**src/rtl/lsu_pkg.sv**
```systemverilog
// lsu_pkg: shared constants, FSM state type and lane helpers for the load/store unit.
package lsu_pkg;

    // RV32I load/store funct3 encodings
    localparam logic [2:0] F3_B  = 3'b000;
    localparam logic [2:0] F3_H  = 3'b001;
    localparam logic [2:0] F3_W  = 3'b010;
    localparam logic [2:0] F3_BU = 3'b100;
    localparam logic [2:0] F3_HU = 3'b101;

    // REQ1/WAIT1 are only reachable when misaligned splitting is compiled in
    typedef enum logic [2:0] {
        IDLE  = 3'd0,
        REQ0  = 3'd1,
        WAIT0 = 3'd2,
        REQ1  = 3'd3,
        WAIT1 = 3'd4,
        RESP  = 3'd5
    } lsu_state_t;

    // Byte-enable pattern over an 8-byte window: size is funct3[1:0]
    function automatic logic [7:0] lane_mask(input logic [1:0] size, input logic [1:0] off);
        logic [7:0] base;
        case (size)
            2'b00:   base = 8'b0000_0001;
            2'b01:   base = 8'b0000_0011;
            default: base = 8'b0000_1111;
        endcase
        return base << off;
    endfunction

    // Unsigned loads have no store counterpart; 011/11x are unused encodings
    function automatic logic funct3_legal(input logic we, input logic [2:0] funct3);
        logic ok;
        case (funct3)
            F3_B, F3_H, F3_W: ok = 1'b1;
            F3_BU, F3_HU:     ok = !we;
            default:          ok = 1'b0;
        endcase
        return ok;
    endfunction

endpackage

```
**src/rtl/load_store_unit_if.sv**
```systemverilog
// load_store_unit_if: CPU request/response and word-wide data-memory handshake.
// slave = the load/store unit's view, master = the CPU + memory environment.
interface load_store_unit_if #(
    parameter int ADDR_W = 32,
    parameter int MEM_AW = 30
);
    logic              req_valid;
    logic              req_ready;
    logic              req_we;
    logic [2:0]        req_funct3;
    logic [ADDR_W-1:0] req_addr;
    logic [31:0]       req_wdata;
    logic              resp_valid;
    logic [31:0]       resp_rdata;
    logic              resp_err;
    logic              mem_req;
    logic              mem_gnt;
    logic              mem_we;
    logic [MEM_AW-1:0] mem_addr;
    logic [3:0]        mem_be;
    logic [31:0]       mem_wdata;
    logic              mem_rvalid;
    logic [31:0]       mem_rdata;

    modport slave (
        input  req_valid, req_we, req_funct3, req_addr, req_wdata,
        input  mem_gnt, mem_rvalid, mem_rdata,
        output req_ready, resp_valid, resp_rdata, resp_err,
        output mem_req, mem_we, mem_addr, mem_be, mem_wdata
    );

    modport master (
        output req_valid, req_we, req_funct3, req_addr, req_wdata,
        output mem_gnt, mem_rvalid, mem_rdata,
        input  req_ready, resp_valid, resp_rdata, resp_err,
        input  mem_req, mem_we, mem_addr, mem_be, mem_wdata
    );
endinterface

```
**src/rtl/lsu_load_align.sv**
```systemverilog
// lsu_load_align: picks the addressed byte/half/word out of a byte window and extends it.
// The window is 7 bytes: enough for any 4-byte read starting at offset 0..3.
module lsu_load_align
    import lsu_pkg::*;
(
    input  logic [55:0] window,
    input  logic [1:0]  offset,
    input  logic [2:0]  funct3,
    output logic [31:0] data
);
    logic [31:0] shifted;

    genvar gi;
    generate
        for (gi = 0; gi < 4; gi++) begin : g_byte
            assign shifted[8*gi +: 8] = window[{offset, 3'b000} + 8*gi +: 8];
        end
    endgenerate

    // Sign- or zero-extend according to the access size
    always_comb begin
        data = 32'b0;
        case (funct3)
            F3_B:    data = {{24{shifted[7]}}, shifted[7:0]};
            F3_H:    data = {{16{shifted[15]}}, shifted[15:0]};
            F3_W:    data = shifted;
            F3_BU:   data = {24'b0, shifted[7:0]};
            F3_HU:   data = {16'b0, shifted[15:0]};
            default: data = 32'b0;
        endcase
    end
endmodule

```
**src/rtl/load_store_unit.sv**
```systemverilog
// load_store_unit: multi-cycle load/store unit between the CPU datapath and a
// handshaked word-wide data memory. Define LSU_MISALIGN_SPLIT_EN to turn
// misaligned H/W accesses into two word accesses instead of an error response.
module load_store_unit
    import lsu_pkg::*;
#(
    parameter int ADDR_W = 32,
    parameter int MEM_AW = 30
) (
    input  logic             clk,
    input  logic             rst,
    load_store_unit_if.slave bus
);
    lsu_state_t        state_reg, state_next;
    logic              we_reg;
    logic [2:0]        f3_reg;
    logic [ADDR_W-1:0] addr_reg;
    logic [31:0]       wdata_reg;
    logic [31:0]       resp_rdata_reg;
    logic              resp_err_reg;

    logic              accept;
    logic              req_legal;
    logic              req_misaligned;
    logic              req_err;
    logic              split_flag;
    logic              last_beat;
    logic              second_word;
    logic [1:0]        off;
    logic [7:0]        mask8;
    logic [31:0]       lane_wdata;
    logic [55:0]       load_window;
    logic [31:0]       load_data;

    assign accept         = bus.req_valid && (state_reg == IDLE);
    assign req_legal      = funct3_legal(bus.req_we, bus.req_funct3);
    assign req_misaligned = ((bus.req_funct3[1:0] == 2'b01) && bus.req_addr[0]) ||
                            ((bus.req_funct3[1:0] == 2'b10) && (bus.req_addr[1:0] != 2'b00));
    assign off            = addr_reg[1:0];
    assign mask8          = lane_mask(f3_reg[1:0], off);
    assign second_word    = (state_reg == REQ1);

`ifdef LSU_MISALIGN_SPLIT_EN
    logic        split_reg;
    logic [31:0] lo_reg;
    logic [63:0] split_wdata;

    assign split_flag  = split_reg;
    assign split_wdata = {32'b0, wdata_reg} << {off, 3'b000};
    assign load_window = split_reg ? {bus.mem_rdata[23:0], lo_reg} : {24'b0, bus.mem_rdata};
    assign req_err     = !req_legal;

    // Remember whether this access spans two words and keep the first word of a split load
    always_ff @(posedge clk or posedge rst) begin
        if (rst) begin
            split_reg <= 1'b0;
            lo_reg    <= 32'b0;
        end else begin
            if (accept)
                split_reg <= req_legal && req_misaligned;
            if ((state_reg == WAIT0) && bus.mem_rvalid)
                lo_reg <= bus.mem_rdata;
        end
    end
`else
    assign split_flag  = 1'b0;
    assign load_window = {24'b0, bus.mem_rdata};
    assign req_err     = !req_legal || req_misaligned;
`endif

    // Store data onto its byte lanes: B/H replicated across the word, split accesses from the 8-byte window
    always_comb begin
        case (f3_reg[1:0])
            2'b00:   lane_wdata = {4{wdata_reg[7:0]}};
            2'b01:   lane_wdata = {2{wdata_reg[15:0]}};
            default: lane_wdata = wdata_reg;
        endcase
`ifdef LSU_MISALIGN_SPLIT_EN
        if (split_reg)
            lane_wdata = second_word ? split_wdata[63:32] : split_wdata[31:0];
`endif
    end

    lsu_load_align u_load_align (
        .window (load_window),
        .offset (off),
        .funct3 (f3_reg),
        .data   (load_data)
    );

    // State register
    always_ff @(posedge clk or posedge rst) begin
        if (rst)
            state_reg <= IDLE;
        else
            state_reg <= state_next;
    end

    // Next state; last_beat marks the memory response that completes the access
    always_comb begin
        state_next = state_reg;
        last_beat  = 1'b0;
        case (state_reg)
            IDLE:  if (accept) state_next = req_err ? RESP : REQ0;
            REQ0:  if (bus.mem_gnt) state_next = WAIT0;
            WAIT0: if (bus.mem_rvalid) begin
                       if (split_flag) begin
                           state_next = REQ1;
                       end else begin
                           state_next = RESP;
                           last_beat  = 1'b1;
                       end
                   end
            REQ1:  if (bus.mem_gnt) state_next = WAIT1;
            WAIT1: if (bus.mem_rvalid) begin
                       state_next = RESP;
                       last_beat  = 1'b1;
                   end
            RESP:  state_next = IDLE;
            default: state_next = IDLE;
        endcase
    end

    // Interface outputs: memory fields come from registered request, so they stay stable until grant
    always_comb begin
        bus.req_ready  = (state_reg == IDLE);
        bus.resp_valid = (state_reg == RESP);
        bus.resp_rdata = resp_rdata_reg;
        bus.resp_err   = resp_err_reg;
        bus.mem_req    = 1'b0;
        bus.mem_we     = 1'b0;
        bus.mem_addr   = '0;
        bus.mem_be     = 4'b0;
        bus.mem_wdata  = 32'b0;
        if ((state_reg == REQ0) || (state_reg == REQ1)) begin
            bus.mem_req   = 1'b1;
            bus.mem_we    = we_reg;
            bus.mem_addr  = MEM_AW'(addr_reg[ADDR_W-1:2]) + MEM_AW'(second_word);
            bus.mem_be    = second_word ? mask8[7:4] : mask8[3:0];
            bus.mem_wdata = we_reg ? lane_wdata : 32'b0;
        end
    end

    // Capture the request on accept and the response value when the access completes
    always_ff @(posedge clk or posedge rst) begin
        if (rst) begin
            we_reg         <= 1'b0;
            f3_reg         <= 3'b0;
            addr_reg       <= '0;
            wdata_reg      <= 32'b0;
            resp_rdata_reg <= 32'b0;
            resp_err_reg   <= 1'b0;
        end else begin
            if (accept) begin
                we_reg    <= bus.req_we;
                f3_reg    <= bus.req_funct3;
                addr_reg  <= bus.req_addr;
                wdata_reg <= bus.req_wdata;
                if (req_err) begin
                    resp_rdata_reg <= 32'b0;
                    resp_err_reg   <= 1'b1;
                end
            end
            if (last_beat) begin
                resp_rdata_reg <= we_reg ? 32'b0 : load_data;
                resp_err_reg   <= 1'b0;
            end
        end
    end
endmodule

```
**src/flat_wrapper.sv**
```systemverilog
// flat-port wrapper written by rule: the top's interface ports become plain ports
module load_store_unit_flat import lsu_pkg::*;
#(
    parameter int ADDR_W = 32,
    parameter int MEM_AW = 30
)
  (clk, rst, bus_req_valid, bus_req_we, bus_req_funct3, bus_req_addr, bus_req_wdata, bus_mem_gnt, bus_mem_rvalid, bus_mem_rdata, bus_req_ready, bus_resp_valid, bus_resp_rdata, bus_resp_err, bus_mem_req, bus_mem_we, bus_mem_addr, bus_mem_be, bus_mem_wdata);
  load_store_unit_if #(.ADDR_W(ADDR_W), .MEM_AW(MEM_AW)) bus_i ();
  input  logic clk;
  input  logic rst;
  input wire logic [$bits(bus_i.req_valid)-1:0] bus_req_valid;
  input wire logic [$bits(bus_i.req_we)-1:0] bus_req_we;
  input wire logic [$bits(bus_i.req_funct3)-1:0] bus_req_funct3;
  input wire logic [$bits(bus_i.req_addr)-1:0] bus_req_addr;
  input wire logic [$bits(bus_i.req_wdata)-1:0] bus_req_wdata;
  input wire logic [$bits(bus_i.mem_gnt)-1:0] bus_mem_gnt;
  input wire logic [$bits(bus_i.mem_rvalid)-1:0] bus_mem_rvalid;
  input wire logic [$bits(bus_i.mem_rdata)-1:0] bus_mem_rdata;
  output wire logic [$bits(bus_i.req_ready)-1:0] bus_req_ready;
  output wire logic [$bits(bus_i.resp_valid)-1:0] bus_resp_valid;
  output wire logic [$bits(bus_i.resp_rdata)-1:0] bus_resp_rdata;
  output wire logic [$bits(bus_i.resp_err)-1:0] bus_resp_err;
  output wire logic [$bits(bus_i.mem_req)-1:0] bus_mem_req;
  output wire logic [$bits(bus_i.mem_we)-1:0] bus_mem_we;
  output wire logic [$bits(bus_i.mem_addr)-1:0] bus_mem_addr;
  output wire logic [$bits(bus_i.mem_be)-1:0] bus_mem_be;
  output wire logic [$bits(bus_i.mem_wdata)-1:0] bus_mem_wdata;
  assign bus_i.req_valid = bus_req_valid;
  assign bus_i.req_we = bus_req_we;
  assign bus_i.req_funct3 = bus_req_funct3;
  assign bus_i.req_addr = bus_req_addr;
  assign bus_i.req_wdata = bus_req_wdata;
  assign bus_i.mem_gnt = bus_mem_gnt;
  assign bus_i.mem_rvalid = bus_mem_rvalid;
  assign bus_i.mem_rdata = bus_mem_rdata;
  assign bus_req_ready = bus_i.req_ready;
  assign bus_resp_valid = bus_i.resp_valid;
  assign bus_resp_rdata = bus_i.resp_rdata;
  assign bus_resp_err = bus_i.resp_err;
  assign bus_mem_req = bus_i.mem_req;
  assign bus_mem_we = bus_i.mem_we;
  assign bus_mem_addr = bus_i.mem_addr;
  assign bus_mem_be = bus_i.mem_be;
  assign bus_mem_wdata = bus_i.mem_wdata;
  load_store_unit #(.ADDR_W(ADDR_W), .MEM_AW(MEM_AW)) u_core (.clk(clk), .rst(rst), .bus(bus_i));
endmodule
```
**config.mk**
```make
export PLATFORM = sky130hd
export DESIGN_NAME = load_store_unit_flat
export DESIGN_NICKNAME = d
export VERILOG_FILES = /design/src/rtl/lsu_pkg.sv /design/src/rtl/load_store_unit_if.sv /design/src/rtl/lsu_load_align.sv /design/src/rtl/load_store_unit.sv /design/src/flat_wrapper.sv
export SDC_FILE = /design/constraint.sdc
export NUM_CORES = 1
export LEC_CHECK = 0
export ABC_AREA = 1
export ABC_CLOCK_PERIOD_IN_PS = 9860
export CAP_MARGIN = 30
export CORE_MARGIN = 1
export CORE_UTILIZATION = 45
export CTS_BUF_LIST = sky130_fd_sc_hd__clkbuf_2
export CTS_CLUSTER_DIAMETER = 120
export DETAILED_ROUTE_END_ITERATION = 6
export PLACE_DENSITY = 0.79
export SETUP_SLACK_MARGIN = 0.4
export SLEW_MARGIN = 20
export SYNTH_ARGS = -nofsm -noshare
export SYNTH_HDL_FRONTEND = slang
export SYNTH_SLANG_ARGS = --single-unit
```
**constraint.sdc**
```tcl
create_clock -name clk -period 9.86 [get_ports clk]
set_input_delay 1.972 -clock clk [delete_from_list [all_inputs] [get_ports clk]]
set_output_delay 1.972 -clock clk [all_outputs]
set_load 0.005 [all_outputs]
```
==> results.json <==
{
  "critPathMaxFanout": 35,
  "syn_avg_cell_area_um2": 6.57,
  "yosys_warnings": 0,
  "grt_pass1_vias": 6200,
  "status": "complete, no violations",
  "dr.pass1.iters": 5,
  "grt_start_max_net_pins": 100,
  "end_kind": "primary output",
  "setup_violations": 0,
  "wl_per_cell_um": 15.1,
  "layout.nets": 1252,
  "timing.final.ws_setup_ps": 3660,
  "fin_tns_setup_ps": 0,
  "synth_ff_type": "dfrtp_1",
  "synth_area_um2": 6370,
  "post_cts_buffers": 0,
  "root_buffer": "clkbuf_2",
  "hpwl_mm": 14.7,
  "rows": 43,
  "cts_sinks": 104,
  "cts_max_path_buffers": 2,
  "power_density_nw_per_um2": 262,
  "coreArea_um2": 13800,
  "synth.net_count": 1076,
  "cts.reportedPaths.clkPinSlew_ps": 310,
  "tightest_slew_ps": 955,
  "grt-ovfl-total": 0,
  "drv_slew": 0,
  "synth-seq-cells": 104,
  "p_leak_nw": 4.09,
  "top_level_ports": 208,
  "peakVddDrop_uv": 130,
  "fillers": 1295,
  "drt-total-wl_mm": 20.1,
  "io_buffers": 207,
  "grt_setup_unrepaired": "no",
  "max_freq_mhz": 161,
  "ctsHoldBuffers": 0,
  "worstPathArrival_ps": 4220,
  "async_flop_share_pct": 100,
  "place_ws_ps": 4400,
  "hold_viol": 0,
  "die_h_um": 121,
  "path_class": "reg -> out",
  "drt_iter0_markers": 684,
  "vias": 6817,
  "antenna_found_initial": 1,
  "gp_congestion": 0.954,
  "start_kind": "flip-flop",
  "synth_edf_count": 0,
  "yosysSeqAreaShare_pct": 40.9,
  "die_w_um": 121,
  "die_area_um2": 14600,
  "start_util_pct": 46.1,
  "cts_tree": "built",
  "crit_required_ps": 7890,
  "synthCells": 969,
  "maxCapViolCount": 0,
  "ys_types": 34,
  "drtAntennaViolNets": 0,
  "via_per_inst": 5.12,
  "cts_buffers": 9,
  "hold_path_class": "reg -> reg",
  "grt_pass1_wl_mm": 31.7,
  "fin_crit_ps": 6200,
  "h-tree-depth": 3,
  "post_cts_resized": 0,
  "post-route-period-util_pct": 62.8,
  "drive_gt1_share_pct": 3.74,
  "relSlewSlack_pct": 36.3,
  "syn2layout_area_growth_pct": 34.5,
  "drc": 0,
  "skew_ps": 33.5,
  "grt_use_total_pct": 28.1,
  "clkLatencyLatePin_ps": 640
}
[routing by layer]
layer	track usage, %	wire length, um
met2	44.9	9440
met3	4.93	1430
met4	10.2	381
met1	38.2	8880
met5	0	0
[placed cells by master (no fill, tap or decap), drive strengths merged, types with 8 or more instances in the layout]
cell,instances
nand2,432
nor2,127
o21ai,56
o22ai,8
clkbuf,9
a21oi,29
inv,66
dfrtp,104
clkdlybuf4s50,207
nand3,85
[layout make-up]
type | instances | area (um^2) | share of cell area (%)
inverter | 65 | 246 | 2.88
antenna | 1 | 2.50 | 0.0292
tap | 180 | 225 | 2.63
sequential | 104 | 2600 | 30.4
clock buffer | 9 | 45.0 | 0.526
timing repair buffer | 210 | 2100 | 24.5
clock inverter | 7 | 91.3 | 1.07
multi-input combinational | 755 | 3250 | 38.0
[cell usage after synthesis (all sizes together), types with 3 or more instances]
cell | instances | area share [%]
clkbuf | 10 | 0.61
dfrtp | 104 | 41
a31oi | 3 | 0.29
o22ai | 8 | 0.79
nor3 | 3 | 0.24
nand2 | 432 | 26
inv | 64 | 3.8
nand3 | 85 | 6.8
a21oi | 29 | 2.3
nor2 | 127 | 8.4
buf | 35 | 3.6
o21ai | 56 | 4.5
xor2 | 5 | 0.69
[report_power, final]
| group | leakage, nW | internal, mW | switching [mW] | total [mW] |
|---|---|---|---|---|
| Combinational | 2.68 | 0.515 | 0.676 | 1.19 |
| Clock | 0.0774 | 0.0648 | 0.163 | 0.228 |
| Sequential | 1.33 | 0.619 | 0.202 | 0.821 |
[worst paths after layout]
| kind | start | end | slack, ps | cells past startpoint |
|---|---|---|---|---|
| worst max-delay path | u_core.state_reg[2]$_DFFE_PP0P_ | bus_mem_addr[16] | 3660 | 14 |
| worst min-delay path | u_core.wdata_reg[23]$_DFFE_PP0P_ | u_core.wdata_reg[23]$_DFFE_PP0P_ | 520 | 2 |
| worst max register to register | u_core.addr_reg[0]$_DFFE_PP0P_ | u_core.bus.resp_rdata[8]$_DFFE_PP0P_ | 7200 | 7 |
| worst min register to register | u_core.wdata_reg[23]$_DFFE_PP0P_ | u_core.wdata_reg[23]$_DFFE_PP0P_ | 520 | 2 |
| max in group asynchronous | rst | u_core.wdata_reg[27]$_DFFE_PP0P_ | 7000 | 3 |
| min in group asynchronous | rst | u_core.f3_reg[0]$_DFFE_PP0P_ | 1750 | 2 |
[critical path, stage by stage (launching register included)]
cell and delay [ps]:
dfrtp_1 500, inv_1 130, nand2_2 400, nor2_1 460, ha_1 340, ha_1 310
nand2_1 130, nor2_2 160, nand2_1 160, nor2_1 200, nand2_1 100, nand2_1 70
nand2_1 40, nor2_1 80, clkdlybuf4s50_1 500
[stage by stage]
stage / instances / util (%) / hold WS, ps / cell area (um^2) / power (mW)
global placement: 1313 / 60.9 / 454 / 8410 / 1.99
global route: 1331 / 62.0 / 544 / 8570 / 2.44
CTS: 1329 / 61.8 / 518 / 8550 / 2.24
detailed placement: 1313 / 60.9 / 458 / 8410 / 2.01
floorplan: 969 / - / 442 / 6370 / 1.53
finish: 1331 / 62.0 / 519 / 8570 / 2.24
[logic make-up after synthesis]
| logic type | share of synthesized area (%) |
|---|---|
| and+or+nand+nor | 41.8 |
| xor gates and xnor gates | 0.825 |
| buffers and inverters | 8.07 |
| AOI/OAI and AO/OA | 8.01 |
| DFF | 40.9 |
| adders and majority gates | 0.393 |
Power figures use the tool's default switching activity.
